## src/rtl/apb_master_mc_pkg.sv

```systemverilog
// Purpose: shared types and helpers for the multi-slave APB4 master and its decoder.
// Latency: n/a (declarations only).
// Backpressure: n/a.
package apb_master_mc_pkg;

    // Master FSM states; DERR is the one-cycle slot for an out-of-range slave index.
    typedef enum logic [1:0] {
        ST_IDLE   = 2'd0,
        ST_SETUP  = 2'd1,
        ST_ACCESS = 2'd2,
        ST_DERR   = 2'd3
    } apb_state_e;

    // Byte-strobe width for a given data width.
    function automatic int apb_strb_w(input int data_w);
        return data_w / 8;
    endfunction

endpackage

```

## src/rtl/apb_master_mc_if.sv

```systemverilog
// Purpose: request/response port plus the N-slave APB bus of the master, as one bundle.
// Latency: n/a (wires only).
// Backpressure: req_ready from the master; the response side has none.
interface apb_master_mc_if
    import apb_master_mc_pkg::*;
#(
    parameter int ADDR_W  = 32,
    parameter int DATA_W  = 32,
    parameter int NUM_SLV = 2
);
    localparam int STRB_W = apb_strb_w(DATA_W);

    logic                        req_valid;
    logic                        req_ready;
    logic                        req_write;
    logic [ADDR_W-1:0]           req_addr;
    logic [DATA_W-1:0]           req_wdata;
    logic [STRB_W-1:0]           req_strb;
    logic                        rsp_valid;
    logic [DATA_W-1:0]           rsp_rdata;
    logic                        rsp_err;
    logic                        rsp_tmo;
    logic [NUM_SLV-1:0]          psel;
    logic                        penable;
    logic                        pwrite;
    logic [ADDR_W-1:0]           paddr;
    logic [DATA_W-1:0]           pwdata;
    logic [STRB_W-1:0]           pstrb;
    logic [NUM_SLV*DATA_W-1:0]   prdata;
    logic [NUM_SLV-1:0]          pready;
    logic [NUM_SLV-1:0]          pslverr;

    modport master (
        input  req_valid, req_write, req_addr, req_wdata, req_strb,
        input  prdata, pready, pslverr,
        output req_ready, rsp_valid, rsp_rdata, rsp_err, rsp_tmo,
        output psel, penable, pwrite, paddr, pwdata, pstrb
    );

    modport slave (
        output req_valid, req_write, req_addr, req_wdata, req_strb,
        output prdata, pready, pslverr,
        input  req_ready, rsp_valid, rsp_rdata, rsp_err, rsp_tmo,
        input  psel, penable, pwrite, paddr, pwdata, pstrb
    );

endinterface

```

## src/rtl/apb_master_mc_slv_decode.sv

```systemverilog
// Purpose: slave index -> one-hot PSEL vector plus out-of-range flag.
// Latency: combinational.
// Backpressure: none.
module apb_slv_decode
    import apb_master_mc_pkg::*;
#(
    parameter int NUM_SLV = 2,
    parameter int SEL_W   = 4
) (
    input  logic [SEL_W-1:0]   idx_i,
    output logic [NUM_SLV-1:0] sel_o,
    output logic               oor_o
);

    // One-hot select for in-range indices; an out-of-range index selects nobody.
    always_comb begin
        sel_o = '0;
        oor_o = (int'(idx_i) >= NUM_SLV);
        for (int i = 0; i < NUM_SLV; i++) begin
            sel_o[i] = (int'(idx_i) == i);
        end
    end

endmodule

```

## src/rtl/apb_master_mc.sv

```systemverilog
// Purpose: APB4 master for NUM_SLV slaves with address decode, PSTRB, PSLVERR and access timeout.
// Latency: accept -> SETUP -> ACCESS (>=1) -> registered rsp pulse; decode error answers 2 cycles after accept.
// Backpressure: req_ready only in IDLE or on the completing ACCESS cycle; rsp cannot be stalled.
module apb_master_mc
    import apb_master_mc_pkg::*;
#(
    parameter int ADDR_W  = 32,
    parameter int DATA_W  = 32,
    parameter int NUM_SLV = 2,
    parameter int SEL_LSB = 28,
    parameter int SEL_W   = 4,
    parameter int TIMEOUT = 255
) (
    input  logic                 pclk,
    input  logic                 prst,
    apb_master_mc_if.master      bus
);
    localparam int STRB_W   = apb_strb_w(DATA_W);
    localparam int CNT_W    = (TIMEOUT > 1) ? $clog2(TIMEOUT) : 1;
    localparam int TMO_LAST = (TIMEOUT > 0) ? TIMEOUT - 1 : 0;

    apb_state_e          state_q;
    logic [CNT_W-1:0]    cnt_q;
    logic [NUM_SLV-1:0]  psel_q;
    logic                penable_q;
    logic                pwrite_q;
    logic [ADDR_W-1:0]   paddr_q;
    logic [DATA_W-1:0]   pwdata_q;
    logic [STRB_W-1:0]   pstrb_q;
    logic                rsp_valid_q;
    logic [DATA_W-1:0]   rsp_rdata_q;
    logic                rsp_err_q;
    logic                rsp_tmo_q;

    logic [SEL_W-1:0]    req_idx;
    logic [NUM_SLV-1:0]  dec_sel;
    logic                dec_oor;
    logic [DATA_W-1:0]   prdata_sel;
    logic                pready_sel;
    logic                pslverr_sel;
    logic                tmo_hit;
    logic                done;
    logic                accept;

    assign req_idx = bus.req_addr[SEL_LSB +: SEL_W];

    apb_slv_decode #(
        .NUM_SLV (NUM_SLV),
        .SEL_W   (SEL_W)
    ) u_decode (
        .idx_i   (req_idx),
        .sel_o   (dec_sel),
        .oor_o   (dec_oor)
    );

    // Pick the active slave's return signals; psel_q is one-hot whenever it matters.
    always_comb begin
        prdata_sel  = '0;
        pready_sel  = 1'b0;
        pslverr_sel = 1'b0;
        for (int i = 0; i < NUM_SLV; i++) begin
            if (psel_q[i]) begin
                prdata_sel  = prdata_sel | bus.prdata[i*DATA_W +: DATA_W];
                pready_sel  = pready_sel | bus.pready[i];
                pslverr_sel = pslverr_sel | bus.pslverr[i];
            end
        end
    end

    // A slave answering on the last allowed cycle beats the timeout.
    assign tmo_hit = (TIMEOUT != 0) && (cnt_q == CNT_W'(TMO_LAST)) && !pready_sel;
    assign done    = (state_q == ST_ACCESS) && (pready_sel || tmo_hit);

    assign bus.req_ready = (state_q == ST_IDLE) || done;
    assign accept        = bus.req_valid && bus.req_ready;

    // Transfer FSM with registered APB and response outputs; a new accept overrides the return to IDLE.
    always_ff @(posedge pclk or negedge prst) begin
        if (!prst) begin
            state_q     <= ST_IDLE;
            cnt_q       <= '0;
            psel_q      <= '0;
            penable_q   <= 1'b0;
            pwrite_q    <= 1'b0;
            paddr_q     <= '0;
            pwdata_q    <= '0;
            pstrb_q     <= '0;
            rsp_valid_q <= 1'b0;
            rsp_rdata_q <= '0;
            rsp_err_q   <= 1'b0;
            rsp_tmo_q   <= 1'b0;
        end else begin
            rsp_valid_q <= 1'b0;
            rsp_rdata_q <= '0;
            rsp_err_q   <= 1'b0;
            rsp_tmo_q   <= 1'b0;
            case (state_q)
                ST_SETUP: begin
                    penable_q <= 1'b1;
                    cnt_q     <= '0;
                    state_q   <= ST_ACCESS;
                end
                ST_ACCESS: begin
                    if (done) begin
                        rsp_valid_q <= 1'b1;
                        if (pready_sel) begin
                            rsp_rdata_q <= pwrite_q ? '0 : prdata_sel;
                            rsp_err_q   <= pslverr_sel;
                        end else begin
                            rsp_err_q   <= 1'b1;
                            rsp_tmo_q   <= 1'b1;
                        end
                        psel_q    <= '0;
                        penable_q <= 1'b0;
                        state_q   <= ST_IDLE;
                    end else begin
                        cnt_q <= cnt_q + CNT_W'(1);
                    end
                end
                ST_DERR: begin
                    rsp_valid_q <= 1'b1;
                    rsp_err_q   <= 1'b1;
                    state_q     <= ST_IDLE;
                end
                default: begin
                end
            endcase
            if (accept) begin
                paddr_q   <= bus.req_addr;
                pwrite_q  <= bus.req_write;
                pwdata_q  <= bus.req_wdata;
                pstrb_q   <= bus.req_write ? bus.req_strb : '0;
                penable_q <= 1'b0;
                if (dec_oor) begin
                    psel_q  <= '0;
                    state_q <= ST_DERR;
                end else begin
                    psel_q  <= dec_sel;
                    state_q <= ST_SETUP;
                end
            end
        end
    end

    assign bus.psel      = psel_q;
    assign bus.penable   = penable_q;
    assign bus.pwrite    = pwrite_q;
    assign bus.paddr     = paddr_q;
    assign bus.pwdata    = pwdata_q;
    assign bus.pstrb     = pstrb_q;
    assign bus.rsp_valid = rsp_valid_q;
    assign bus.rsp_rdata = rsp_rdata_q;
    assign bus.rsp_err   = rsp_err_q;
    assign bus.rsp_tmo   = rsp_tmo_q;

endmodule

```

## src/flat_wrapper.sv

```systemverilog
// flat-port wrapper written by rule: the top's interface ports become plain ports
module apb_master_mc_flat import apb_master_mc_pkg::*;
#(
    parameter int ADDR_W  = 32,
    parameter int DATA_W  = 32,
    parameter int NUM_SLV = 2,
    parameter int SEL_LSB = 28,
    parameter int SEL_W   = 4,
    parameter int TIMEOUT = 255
)
  (pclk, prst, bus_req_valid, bus_req_write, bus_req_addr, bus_req_wdata, bus_req_strb, bus_prdata, bus_pready, bus_pslverr, bus_req_ready, bus_rsp_valid, bus_rsp_rdata, bus_rsp_err, bus_rsp_tmo, bus_psel, bus_penable, bus_pwrite, bus_paddr, bus_pwdata, bus_pstrb);
  apb_master_mc_if #(.ADDR_W(ADDR_W), .DATA_W(DATA_W), .NUM_SLV(NUM_SLV)) bus_i ();
  input  logic pclk;
  input  logic prst;
  input wire logic [$bits(bus_i.req_valid)-1:0] bus_req_valid;
  input wire logic [$bits(bus_i.req_write)-1:0] bus_req_write;
  input wire logic [$bits(bus_i.req_addr)-1:0] bus_req_addr;
  input wire logic [$bits(bus_i.req_wdata)-1:0] bus_req_wdata;
  input wire logic [$bits(bus_i.req_strb)-1:0] bus_req_strb;
  input wire logic [$bits(bus_i.prdata)-1:0] bus_prdata;
  input wire logic [$bits(bus_i.pready)-1:0] bus_pready;
  input wire logic [$bits(bus_i.pslverr)-1:0] bus_pslverr;
  output wire logic [$bits(bus_i.req_ready)-1:0] bus_req_ready;
  output wire logic [$bits(bus_i.rsp_valid)-1:0] bus_rsp_valid;
  output wire logic [$bits(bus_i.rsp_rdata)-1:0] bus_rsp_rdata;
  output wire logic [$bits(bus_i.rsp_err)-1:0] bus_rsp_err;
  output wire logic [$bits(bus_i.rsp_tmo)-1:0] bus_rsp_tmo;
  output wire logic [$bits(bus_i.psel)-1:0] bus_psel;
  output wire logic [$bits(bus_i.penable)-1:0] bus_penable;
  output wire logic [$bits(bus_i.pwrite)-1:0] bus_pwrite;
  output wire logic [$bits(bus_i.paddr)-1:0] bus_paddr;
  output wire logic [$bits(bus_i.pwdata)-1:0] bus_pwdata;
  output wire logic [$bits(bus_i.pstrb)-1:0] bus_pstrb;
  assign bus_i.req_valid = bus_req_valid;
  assign bus_i.req_write = bus_req_write;
  assign bus_i.req_addr = bus_req_addr;
  assign bus_i.req_wdata = bus_req_wdata;
  assign bus_i.req_strb = bus_req_strb;
  assign bus_i.prdata = bus_prdata;
  assign bus_i.pready = bus_pready;
  assign bus_i.pslverr = bus_pslverr;
  assign bus_req_ready = bus_i.req_ready;
  assign bus_rsp_valid = bus_i.rsp_valid;
  assign bus_rsp_rdata = bus_i.rsp_rdata;
  assign bus_rsp_err = bus_i.rsp_err;
  assign bus_rsp_tmo = bus_i.rsp_tmo;
  assign bus_psel = bus_i.psel;
  assign bus_penable = bus_i.penable;
  assign bus_pwrite = bus_i.pwrite;
  assign bus_paddr = bus_i.paddr;
  assign bus_pwdata = bus_i.pwdata;
  assign bus_pstrb = bus_i.pstrb;
  apb_master_mc #(.ADDR_W(ADDR_W), .DATA_W(DATA_W), .NUM_SLV(NUM_SLV), .SEL_LSB(SEL_LSB), .SEL_W(SEL_W), .TIMEOUT(TIMEOUT)) u_core (.pclk(pclk), .prst(prst), .bus(bus_i));
endmodule
```

## config.mk

```make
export PLATFORM = sky130hd
export DESIGN_NAME = apb_master_mc_flat
export DESIGN_NICKNAME = d
export VERILOG_FILES = /design/src/rtl/apb_master_mc_pkg.sv /design/src/rtl/apb_master_mc_if.sv /design/src/rtl/apb_master_mc_slv_decode.sv /design/src/rtl/apb_master_mc.sv /design/src/flat_wrapper.sv
export SDC_FILE = /design/constraint.sdc
export NUM_CORES = 1
export LEC_CHECK = 0
export ABC_AREA = 1
export CAP_MARGIN = 20
export CORE_UTILIZATION = 43
export DETAILED_ROUTE_END_ITERATION = 7
export PLACE_DENSITY = 0.95
export RECOVER_POWER = 50
export SYNTH_ARGS = -nofsm -noshare
export SYNTH_HDL_FRONTEND = slang
export SYNTH_HIERARCHICAL = 1
export SYNTH_SLANG_ARGS = --single-unit
```

## constraint.sdc

```tcl
create_clock -name pclk -period 4.55 [get_ports pclk]
set_input_delay 1.1375 -clock pclk [delete_from_list [all_inputs] [get_ports pclk]]
set_output_delay 1.1375 -clock pclk [all_outputs]
set_load 0.01 [all_outputs]
```

==> results.rst <==
.. list-table::
   :header-rows: 1

   * - Metric
     - Value
   * - Outcome
     - finished, violations left
   * - Violated checks
     - max-capacitance violations, max-slew violations
   * - Synth top cells by count
     - 299 x nand2_1, 117 x dfrtp_1, 33 x a21oi_1
   * - Total leakage power
     - roughly 3.8 nW
   * - Post-Route Setup TNS
     - 0 ns
   * - Cell types occupying the most area after synthesis
     - dfrtp_1 62%, nand2_1 24%, a21oi_1 3.5%, inv_1 1.4%, buf_6 1.4%
   * - CP Buf/Inv Count
     - 3
   * - Highest clock rate
     - 253 MHz
   * - TritonCTS clock tree
     - built
   * - Total Wirelength
     - 14000 µm
   * - Number of nets in the layout
     - 937
   * - Fillers
     - 799
   * - Most frequent CP cell
     - nand2_1
   * - Routed Antenna Nets
     - 0
   * - Drc violations
     - 0
   * - CP required
     - 3.41 ns
   * - Final critical-path share of the clock period
     - 0.868
   * - Number of max-cap violations
     - 2
   * - Number of enable-type register cells in the synthesized netlist
     - 0
   * - Relative slew slack
     - -1.11
   * - Max Clock Skew
     - about 0.0091 ns
   * - Area share of the largest cell type after synthesis
     - 0.616
   * - Core footprint
     - 10800 µm²
   * - Endpoint kind of the worst setup timing path
     - output port
   * - Highest net fanout along the worst path
     - 6
   * - Initial antenna violation count
     - 0
   * - Data arrival time at the worst-slack endpoint
     - 2.81 ns
   * - Worst-Skew Late Latency
     - 0.49 ns
   * - Grt total ovfl
     - 0
   * - CTS Root Buffer Type
     - clkbuf_8
   * - Number of sinks driven by the clock tree
     - 117
   * - Total routing usage reported by global routing
     - 0.250
   * - Warnings, synthesis
     - 6
   * - Die width
     - around 110 µm
   * - Biggest cell delay along the critical path
     - 0.56 ns
   * - Count of routing violations after the opening detailed-route iteration
     - 300
   * - Part of the Yosys area used for sequential elements
     - 0.616
   * - Power density of the placed cells
     - 306 nW/µm²
   * - Cells traversed along the worst timing path
     - dlygate4sd3_1 > nand2_1 > nand2_1 > inv_1 > nand2_1 > nand2_1 > o21ai_0 > clkdlybuf4s50_1
   * - Synthesized flop and latch total
     - 117
   * - Post-cts hold buffer count
     - 0
   * - Critical path class
     - input port to output port
   * - Post-CTS setup-driven buffer insertion count
     - 0
   * - Count of endpoints failing setup in the final report
     - 0
   * - Pin count of the biggest net entering global routing
     - 78
   * - Half-perimeter wire length of the detailed placement result
     - 9940 µm
   * - Ratio of cells with drive above 1 in the final layout
     - 0.0569
   * - Gate Count Post-Synth
     - approximately 550
   * - Worst supply voltage drop on vdd
     - 0.000185 V
   * - Relative area change from synthesis to final layout
     - 65.1%
   * - Unique masters post-synth
     - 24
   * - Transition time at the pin with the least slew margin
     - ~3.2 ns
   * - RSZ-0062 raised after global routing
     - false
   * - Gates resized, CTS repair
     - 0
   * - Syn nets
     - 691
   * - Most used DFF post-synth
     - dfrtp_1
   * - Worst hold path type
     - flop to flop
   * - Slowest stage cell on the critical path
     - clkdlybuf4s50_1
   * - Global-route wire length before repair
     - 21900 µm
   * - Total die area
     - 11500 µm²
   * - Number of placement rows
     - 38
   * - Per-instance average area after synthesis
     - 8.66 µm²
   * - Share of async-settable or async-resettable flops after synthesis
     - 1.00
   * - Launching element type of the critical path
     - input port
   * - Diodes inserted
     - 0
   * - Most used standard cell by instance count after synthesis
     - nand2_1
   * - Buffers from clock root to sink, at most
     - 2
   * - Max-slew violation count
     - 60
   * - Routed via count
     - roughly 4500
   * - Worst hold margin
     - 0.473 ns
   * - Count of port buffers added during placement
     - 247
   * - CTS H-tree lvls
     - 4
   * - Average routed wire per standard cell
     - 14.8 µm
   * - Num CTS Buffers
     - 17
   * - Number of optimization iterations in the first detailed-route pass
     - 4
   * - Number of hold violations in the final report
     - 0
   * - Vias in the first global route
     - between 4000 and 5000
   * - Vias per cell
     - around 4.7
   * - Cell accounting for the most synthesized area
     - dfrtp_1
   * - Reg clk slew, reported paths
     - 0.06 ns
   * - Min cycle time layout
     - 3.95 ns
   * - GP Congestion
     - 0.795
   * - Number of ports placed on the die boundary
     - 248
   * - Initial core utilization
     - 0.441
   * - Synthesized cell area
     - between 4000 and 5000 µm²
   * - Overall die height
     - between 100 and 150 µm
   * - Cell class contributing the biggest share of worst-path delay
     - buffers and inverters
[sequential cells by signal, summed over array words and instances, names as in the netlist]
name,cells
u_core/bus.rsp_tmo,1
u_core/bus.rsp_rdata,32
u_core/bus.rsp_err,1
u_core/bus.pwrite,1
u_core/bus.rsp_valid,1
u_core/bus.penable,1
u_core/bus.paddr,32
u_core/bus.pstrb,4
u_core/bus.pwdata,32
u_core/state_q,2
u_core/cnt_q,8
u_core/bus.psel,2
[through the flow]
step,std cells,util,setup WS (ns),total power (W),cell area [µm²]
final,948,0.728,0.601,0.00241,7850
after global routing,948,0.728,0.418,0.00249,7850
after CTS,947,0.727,0.670,0.00243,7840
after detailed placement,915,0.676,0.681,0.00121,7290
after global placement,915,0.676,0.705,0.00121,7290
after floorplan,549,-,1.72,0.00106,4760
[cells by family after synthesis]
logic type               synth area share
AO/OA/AOI/OAI                      0.0516
XOR/XNOR                          0.00368
adder cells (fa/ha/maj)           0.00526
buffers and inverters              0.0502
flip-flops                          0.616
AND/OR/NAND/NOR                     0.274
[path summary, 6_finish.rpt]
kind | startpoint | end | slack (ns) | cells after the start
max in group asynchronous | prst | u_core/bus.pwdata[17]$_DFFE_PN0P_ | 1.06 | 1
min in group asynchronous | prst | u_core/bus.paddr[25]$_DFFE_PN0P_ | 1.69 | 1
worst min register to register | u_core/bus.paddr[28]$_DFFE_PN0P_ | u_core/bus.paddr[28]$_DFFE_PN0P_ | 0.47 | 2
worst max-delay path | bus_pready[1] | bus_req_ready | 0.60 | 8
worst max register to register | u_core/cnt_q[0]$_DFFE_PN0P_ | u_core/bus.pwdata[12]$_DFFE_PN0P_ | 2.01 | 10
worst min-delay path | u_core/bus.paddr[28]$_DFFE_PN0P_ | u_core/bus.paddr[28]$_DFFE_PN0P_ | 0.47 | 2
[worst reg2reg max path: cells and delay by family, from the launching register on]
kind	cells	cell delay, ns
fa+ha+maj	1	0.20
simple gates	7	0.74
buf+inv	2	1.15
flops	1	0.36
[layer usage]
layer | share of wire | global-route usage
met4 | 0.0074 | 0.0783
met1 | 0.41 | 0.302
met3 | 0.080 | 0.0681
met5 | 0 | 0
met2 | 0.51 | 0.431
[where the power goes]
group / leakage [nW] / switching, W / total (W) / internal (W)
clock network: 0.251 / 0.000490 / 0.00122 / 0.000728
registers: 1.60 / 0 / 0.00104 / 0.00104
logic: 1.99 / 0.0000409 / 0.000147 / 0.000106
total: 3.84 / 0.000531 / 0.00241 / 0.00187
[layout by cell type (no fill, tap or decap)]
| master | count |
|---|---|
| a21oi_1 | 33 |
| buf_12 | 2 |
| buf_4 | 3 |
| bufinv_16 | 1 |
| clkbuf_1 | 2 |
| clkbuf_16 | 16 |
| clkbuf_2 | 1 |
| clkbuf_8 | 1 |
| clkdlybuf4s50_1 | 206 |
| clkinv_2 | 2 |
| clkinv_4 | 3 |
| clkinvlp_4 | 6 |
| dfrtp_1 | 117 |
| dlygate4sd3_1 | 40 |
| ha_1 | 2 |
| inv_1 | 19 |
| inv_2 | 3 |
| inv_6 | 1 |
| inv_8 | 1 |
| nand2_1 | 299 |
| nand2_2 | 2 |
| nand3_1 | 12 |
| nand3_2 | 1 |
| nand3b_1 | 2 |
| nand4_1 | 1 |
| nor2_1 | 11 |
| nor2_2 | 2 |
| nor2_4 | 1 |
| nor3_1 | 1 |
| o21a_1 | 1 |
| o21ai_0 | 13 |
| o21bai_1 | 1 |
| xor2_1 | 2 |
[area by class of cell]
class,instances,area [µm²],area share
Multi-Input combinational cell,384,1580,0.202
Tap cell,140,175,0.0223
Sequential cell,117,2930,0.373
Clock buffer,18,418,0.0532
Timing Repair Buffer,253,2530,0.323
Clock inverter,14,131,0.0167
Inverter,22,82.6,0.0105
Power figures use the tool's default switching activity.
